`config.mk`:
```
export PLATFORM = sky130hd
export DESIGN_NAME = flag_cond_unit_flat
export DESIGN_NICKNAME = d
export VERILOG_FILES = /design/src/rtl/flag_cond_unit_pkg.sv /design/src/rtl/flag_cond_unit_if.sv /design/src/rtl/flag_cond_unit_cond_eval.sv /design/src/rtl/flag_cond_unit.sv /design/src/flat_wrapper.sv
export SDC_FILE = /design/constraint.sdc
export NUM_CORES = 1
export LEC_CHECK = 0
export ABC_AREA = 1
export CAP_MARGIN = 30
export CORE_MARGIN = 2
export CORE_UTILIZATION = 50
export DETAILED_ROUTE_END_ITERATION = 8
export GPL_TIMING_DRIVEN = 0
export PLACE_DENSITY_LB_ADDON = 0.05
export SLEW_MARGIN = 20
export SYNTH_ARGS = -nofsm -noshare
export SYNTH_HDL_FRONTEND = slang
export SYNTH_HIERARCHICAL = 1
export SYNTH_SLANG_ARGS = --single-unit
export TNS_END_PERCENT = 1
```
`constraint.sdc`:
```
create_clock -name clk -period 2.5 [get_ports clk]
set_clock_uncertainty 0.1 [all_clocks]
set_input_delay 0.75 -clock clk [delete_from_list [all_inputs] [get_ports clk]]
set_output_delay 0.75 -clock clk [all_outputs]
set_load 0.005 [all_outputs]
```
`src/rtl/flag_cond_unit_pkg.sv`:
```
// Shared definitions for the flag/condition unit and its sequencer clients.
// Holds the condition-code encoding and the bit positions of the flags
// inside the 4-bit {N,Z,C,V} flags word.
package flag_cond_unit_pkg;

  typedef enum logic [3:0] {
    COND_EQ = 4'h0, COND_NE = 4'h1, COND_CS = 4'h2, COND_CC = 4'h3,
    COND_MI = 4'h4, COND_PL = 4'h5, COND_VS = 4'h6, COND_VC = 4'h7,
    COND_HI = 4'h8, COND_LS = 4'h9, COND_GE = 4'hA, COND_LT = 4'hB,
    COND_GT = 4'hC, COND_LE = 4'hD, COND_AL = 4'hE, COND_NV = 4'hF
  } cond_e;

  localparam int FLAG_N = 3;
  localparam int FLAG_Z = 2;
  localparam int FLAG_C = 1;
  localparam int FLAG_V = 0;

  // Assemble individual ALU flags into the architectural flags word.
  function automatic logic [3:0] pack_flags(input logic n, input logic z,
                                            input logic c, input logic v);
    logic [3:0] f;
    f = '0;
    f[FLAG_N] = n;
    f[FLAG_Z] = z;
    f[FLAG_C] = c;
    f[FLAG_V] = v;
    return f;
  endfunction

endpackage

```
`src/rtl/flag_cond_unit_if.sv`:
```
// Condition request/result handshake between the sequencer (master) and
// the flag/condition unit (slave).
//   cond_valid/cond_code/cond_ready : request channel
//   res_valid/taken/res_ready       : result channel
interface flag_cond_unit_if;
  logic       cond_valid;
  logic [3:0] cond_code;
  logic       cond_ready;
  logic       res_valid;
  logic       taken;
  logic       res_ready;

  modport master (
    output cond_valid, cond_code, res_ready,
    input  cond_ready, res_valid, taken
  );

  modport slave (
    input  cond_valid, cond_code, res_ready,
    output cond_ready, res_valid, taken
  );
endinterface

```
`src/rtl/flag_cond_unit_cond_eval.sv`:
```
// Purely combinational condition evaluator.
//   cond_code : 4-bit condition code
//   flags     : {N,Z,C,V}
//   taken     : 1 when the condition holds for the given flags
module cond_eval
  import flag_cond_unit_pkg::*;
(
  input  logic [3:0] cond_code,
  input  logic [3:0] flags,
  output logic       taken
);

  logic n, z, c, v;

  assign n = flags[FLAG_N];
  assign z = flags[FLAG_Z];
  assign c = flags[FLAG_C];
  assign v = flags[FLAG_V];

  always_comb begin
    taken = 1'b0;
    case (cond_e'(cond_code))
      COND_EQ: taken = z;
      COND_NE: taken = !z;
      COND_CS: taken = c;
      COND_CC: taken = !c;
      COND_MI: taken = n;
      COND_PL: taken = !n;
      COND_VS: taken = v;
      COND_VC: taken = !v;
      COND_HI: taken = c & !z;
      COND_LS: taken = !c | z;
      COND_GE: taken = (n == v);
      COND_LT: taken = (n != v);
      COND_GT: taken = !z & (n == v);
      COND_LE: taken = z | (n != v);
      COND_AL: taken = 1'b1;
      COND_NV: taken = 1'b0;
      default: taken = 1'b0;
    endcase
  end

endmodule

```
`src/rtl/flag_cond_unit.sv`:
```
// Architectural flags register, condition evaluation handshake and a small
// LIFO flag save/restore stack.
//   clk, reset_n            : clock, async active-low reset
//   flag_we, c/n/z/v_in     : capture ALU flags
//   flags_out               : registered {N,Z,C,V}
//   cond_if (slave)         : condition request/result handshake
//   push, pop               : save/restore flags
//   stack_full/empty/err    : stack status, err is a one-cycle pulse
module flag_cond_unit
  import flag_cond_unit_pkg::*;
#(
  parameter int DEPTH = 4,
  parameter int PTR_W = 2
) (
  input  logic         clk,
  input  logic         reset_n,
  input  logic         flag_we,
  input  logic         c_in,
  input  logic         n_in,
  input  logic         z_in,
  input  logic         v_in,
  output logic [3:0]   flags_out,
  flag_cond_unit_if.slave cond_if,
  input  logic         push,
  input  logic         pop,
  output logic         stack_full,
  output logic         stack_empty,
  output logic         stack_err
);

  localparam logic [PTR_W:0] OCC_FULL = (PTR_W+1)'(DEPTH);

  logic [3:0]       flags_q, flags_d;
  logic [PTR_W:0]   occ;
  logic [3:0]       stk [DEPTH];
  logic [PTR_W-1:0] top_idx;
  logic             push_ok, pop_ok, err_d;
  logic             res_valid_q, taken_q, eval_taken;
  logic             cond_ready, accept;

  // ---------------- stack ----------------
  assign stack_full  = (occ == OCC_FULL);
  assign stack_empty = (occ == '0);
  // When full the low bits wrap to 0, so minus one still lands on the top.
  assign top_idx     = occ[PTR_W-1:0] - 1'b1;

  assign push_ok = push & !pop & !stack_full;
  assign pop_ok  = pop & !push & !stack_empty;
  assign err_d   = (push & pop) | (push & !pop & stack_full) |
                   (pop & !push & stack_empty);

  // Contents are don't-care after reset; only occupancy is reset.
  always_ff @(posedge clk) begin
    if (push_ok) stk[occ[PTR_W-1:0]] <= flags_q;
  end

  always_ff @(posedge clk or negedge reset_n) begin
    if (!reset_n) begin
      occ       <= '0;
      stack_err <= 1'b0;
    end else begin
      stack_err <= err_d;
      if (push_ok)     occ <= occ + 1'b1;
      else if (pop_ok) occ <= occ - 1'b1;
    end
  end

  // ---------------- flags register ----------------
  // ALU write has priority over a restore; the pop still consumes the entry.
  always_comb begin
    flags_d = flags_q;
    if (pop_ok)  flags_d = stk[top_idx];
    if (flag_we) flags_d = pack_flags(n_in, z_in, c_in, v_in);
  end

  always_ff @(posedge clk or negedge reset_n) begin
    if (!reset_n) flags_q <= '0;
    else          flags_q <= flags_d;
  end

  assign flags_out = flags_q;

  // ---------------- condition handshake ----------------
  cond_eval u_eval (
    .cond_code (cond_if.cond_code),
    .flags     (flags_q),
    .taken     (eval_taken)
  );

  assign cond_ready = !res_valid_q | cond_if.res_ready;
  assign accept     = cond_if.cond_valid & cond_ready;

  // Result is computed from the pre-edge flags, so a same-cycle flag_we
  // never leaks into it.
  always_ff @(posedge clk or negedge reset_n) begin
    if (!reset_n) begin
      res_valid_q <= 1'b0;
      taken_q     <= 1'b0;
    end else if (accept) begin
      res_valid_q <= 1'b1;
      taken_q     <= eval_taken;
    end else if (cond_if.res_ready) begin
      res_valid_q <= 1'b0;
    end
  end

  assign cond_if.cond_ready = cond_ready;
  assign cond_if.res_valid  = res_valid_q;
  assign cond_if.taken      = taken_q;

endmodule

```
`src/flat_wrapper.sv`:
```
// flat-port wrapper written by rule: the top's interface ports become plain ports
module flag_cond_unit_flat import flag_cond_unit_pkg::*;
#(
  parameter int DEPTH = 4,
  parameter int PTR_W = 2
)
  (clk, reset_n, flag_we, c_in, n_in, z_in, v_in, flags_out, push, pop, stack_full, stack_empty, stack_err, cond_if_cond_valid, cond_if_cond_code, cond_if_res_ready, cond_if_cond_ready, cond_if_res_valid, cond_if_taken);
  flag_cond_unit_if cond_if_i ();
  input  logic clk;
  input  logic reset_n;
  input  logic flag_we;
  input  logic c_in;
  input  logic n_in;
  input  logic z_in;
  input  logic v_in;
  output logic [3:0] flags_out;
  input  logic push;
  input  logic pop;
  output logic stack_full;
  output logic stack_empty;
  output logic stack_err;
  input wire logic [$bits(cond_if_i.cond_valid)-1:0] cond_if_cond_valid;
  input wire logic [$bits(cond_if_i.cond_code)-1:0] cond_if_cond_code;
  input wire logic [$bits(cond_if_i.res_ready)-1:0] cond_if_res_ready;
  output wire logic [$bits(cond_if_i.cond_ready)-1:0] cond_if_cond_ready;
  output wire logic [$bits(cond_if_i.res_valid)-1:0] cond_if_res_valid;
  output wire logic [$bits(cond_if_i.taken)-1:0] cond_if_taken;
  assign cond_if_i.cond_valid = cond_if_cond_valid;
  assign cond_if_i.cond_code = cond_if_cond_code;
  assign cond_if_i.res_ready = cond_if_res_ready;
  assign cond_if_cond_ready = cond_if_i.cond_ready;
  assign cond_if_res_valid = cond_if_i.res_valid;
  assign cond_if_taken = cond_if_i.taken;
  flag_cond_unit #(.DEPTH(DEPTH), .PTR_W(PTR_W)) u_core (.clk(clk), .reset_n(reset_n), .flag_we(flag_we), .c_in(c_in), .n_in(n_in), .z_in(z_in), .v_in(v_in), .flags_out(flags_out), .cond_if(cond_if_i), .push(push), .pop(pop), .stack_full(stack_full), .stack_empty(stack_empty), .stack_err(stack_err));
endmodule
```
==> flow_summary.yaml <==
status:
  status: "finished, final reports clean"
floorplan:
  die_area_mm2: 0.00329
  core_area_mm2: 0.00273
  ioPinCount: 25
  die_x_um: 57.4
  initial_utilization_pct: 52.1
  die_y_um: 57.4
  row_count: 19
clock_network:
  cts_made_buffers: 3
  postCtsHoldBufs: 0
  cts_buffer_depth: 2
  cts-root-buf: "clkbuf_4"
  cts_tree: "built"
  ctsHtreeMaxLevel: 1
  clock-sinks: 26
  clkTransAtPathRegs_ns: 0.14
  clock_latency_ns: 0.31
global_routing:
  track_usage_pct: 19.8
  grt_overflow_total: 0
  grt_first_pass_wirelength_um: 4980
  grt_pass1_vias: 1136
  grt_max_degree: 16
  grt_antenna_before_repair: 0
yosys:
  yosysWarnings: 6
  synth.most_common_cell: "nand2_1"
  synth_area_per_cell_um2: 8.33
  synth_cell_types: 21
  syn_nets: 191
  async_reset_ff_share_pct: 38.5
  synth.ff_latch_count: 26
  netlist_instances: 171
  yosysTopAreaCell: "edfxtp_1"
  synth_seq_area_share_pct: 51.3
  synthFlopType: "edfxtp_1"
  synth-edff-count: 16
  syn-cell-area_mm2: 0.00143
  synth_area_leaders: "edfxtp_1 34%, dfrtp_1 18%, nand2_1 16%, nand3_1 7.7%, inv_1 5.0%"
  yosys-top-cells-count: "62 x nand2_1, 22 x nand3_1, 19 x inv_1, 16 x edfxtp_1"
  synth_top_area_share_pct: 33.7
sta:
  finalCritPeriodShare_pct: 97.7
  hold_viol: 0
  holdWs_ns: 0.398
  setup_viol: 0
  clock.fmax_ghz: 0.410
  period_needed_ns: 2.44
  drv_slew: 0
  slew_headroom_pct: 68.1
  tightest_slew_ns: 0.477
  rsz0062_at_grt: "false"
critical_path:
  end_kind: "primary output"
  worstPathCellList: "clkdlybuf4s50_1 -> inv_1 -> nand2_1 -> dlygate4sd2_1"
  cp_top_family: "buffers and inverters"
  path_buf_inv: 3
  critical_path_required_ns: 1.65
  path_max_fanout: 4
  slowest_delay_ns: 0.45
  cp_slowest_cell: "clkdlybuf4s50_1"
  criticalPathCategory: "input pin to primary output"
  startpoint_type: "input pin"
  crit_arrival_ns: 1.59
routing:
  drt_wl_total_um: 2940
  ant_nets: 0
  vias_per_cell: 5.07
  drt_iter0_drc: 67
  num_vias: 1172
  first_pass_iters: 4
  avgRoutedWirePerCell_um: 12.7
  route.detailed.drc: 0
layout:
  post-route-util_pct: 65.2
  multi_input_area_um2: 606
  drive_gt1_share_pct: 10.0
  nFillCells: 235
  syn2layout_area_growth_pct: 25.0
  stdcell_count: 231
  final_net_count: 221
  antenna_cells: 0
  seq_area_um2: 731
pwr:
  p_leak_nw: 0.846
  peakVddDrop_v: 0.000887
  p_total_mw: 1.86
  power_density_mw_per_mm2: 1040
placement:
  io_buffers: 24
  dp_cells: 226
  place_hpwl_um: 2210
  gp_congestion: 0.892
job:
  max_cap_violations: 0
min_path:
  hp-class: "flop to flop"
## stage by stage
| step | TNS [ns] | area, um2 | setup WS [ns] |
|---|---|---|---|
| final | 0 | 1780 | 0.0584 |
| after global routing | 0 | 1780 | 0.00934 |
| after CTS | 0 | 1780 | 0.0454 |
| after detailed placement | -0.240 | 1700 | -0.218 |
| after global placement | -0.199 | 1700 | -0.199 |
| after floorplan | 0 | 1430 | 0.569 |
## tightest hold or removal path, stage by stage, from the launching register on
cell and delay (ns):
dfrtp_1 0.38, nand2_1 0.05, nand2_1 0.05
## sequential cells by signal, summed over array words and instances, names as in the netlist
register and count:
u_core/stk 16, u_core/flags_out 4, u_core/occ 3, u_core/cond_if.res_valid 1, u_core/cond_if.taken 1, u_core/stack_err 1
## cells by family after synthesis
| logic type | after synthesis | synth area share (%) |
|---|---|---|
| simple gates | 102 | 31.4 |
| flops | 26 | 51.3 |
| fa+ha+maj | 5 | 4.92 |
| buf+inv | 25 | 7.11 |
| compound gates | 12 | 4.65 |
| xor+xnor | 1 | 0.615 |
## layer usage
| layer | vias up | global-route usage (%) | wire length, um |
|---|---|---|---|
| met2 | 23 | 33.0 | 1450 |
| met1 | 541 | 26.1 | 1360 |
| met3 | 2 | 3.63 | 116 |
| met5 | - | 0 | 0 |
| li1 | 606 | - | - |
| met4 | 0 | 6.31 | 16 |
## report_power, final
part / switching [mW] / leakage, nW / internal (mW)
logic: 0.485 / 0.553 / 0.377
registers: 0.120 / 0.265 / 0.591
clock network: 0.121 / 0.0279 / 0.162
total: 0.726 / 0.846 / 1.13
## final cells by class
type | instances | area share, %
Clock buffer | 3 | 1.26
Multi-Input combinational cell | 120 | 34.0
Tap cell | 31 | 2.18
Sequential cell | 26 | 41.0
Clock inverter | 1 | 1.69
Buffer | 2 | 0.913
Inverter | 23 | 5.27
Timing Repair Buffer | 25 | 13.7
## final timing paths
kind / cells past startpoint / endpoint / startpoint / slack (ns)
setup reg to reg: 10 / u_core/occ[2] / u_core/occ[0] / 0.54
setup / recovery: 4 / cond_if_cond_ready / cond_if_res_ready / 0.06
hold reg to reg: 2 / u_core/cond_if.taken / u_core/cond_if.taken / 0.40
hold / removal: 2 / u_core/cond_if.taken / u_core/cond_if.taken / 0.40
min in group asynchronous: 1 / u_core/stack_err / reset_n / 0.64
max in group asynchronous: 1 / u_core/flags_out[0] / reset_n / 1.34
## layout by cell type (no fill, tap or decap), types with 2 or more instances in the layout
| master | instances |
|---|---|
| a21oi_1 | 5 |
| clkbuf_4 | 3 |
| clkdlybuf4s50_1 | 21 |
| dfrtp_1 | 10 |
| dlygate4sd2_1 | 3 |
| edfxtp_1 | 16 |
| ha_1 | 3 |
| inv_1 | 19 |
| inv_2 | 3 |
| nand2_1 | 62 |
| nand2_4 | 2 |
| nand3_1 | 22 |
| nand3_2 | 2 |
| nor2_1 | 10 |
| nor2_2 | 4 |
| o211ai_1 | 2 |
| o21ai_1 | 3 |
## timing repair
action	CTS	global route
resized for setup	8	0
endpoints found under the setup margin	3	0
buffers inserted	1	0
(Power assumes the default switching activity.)
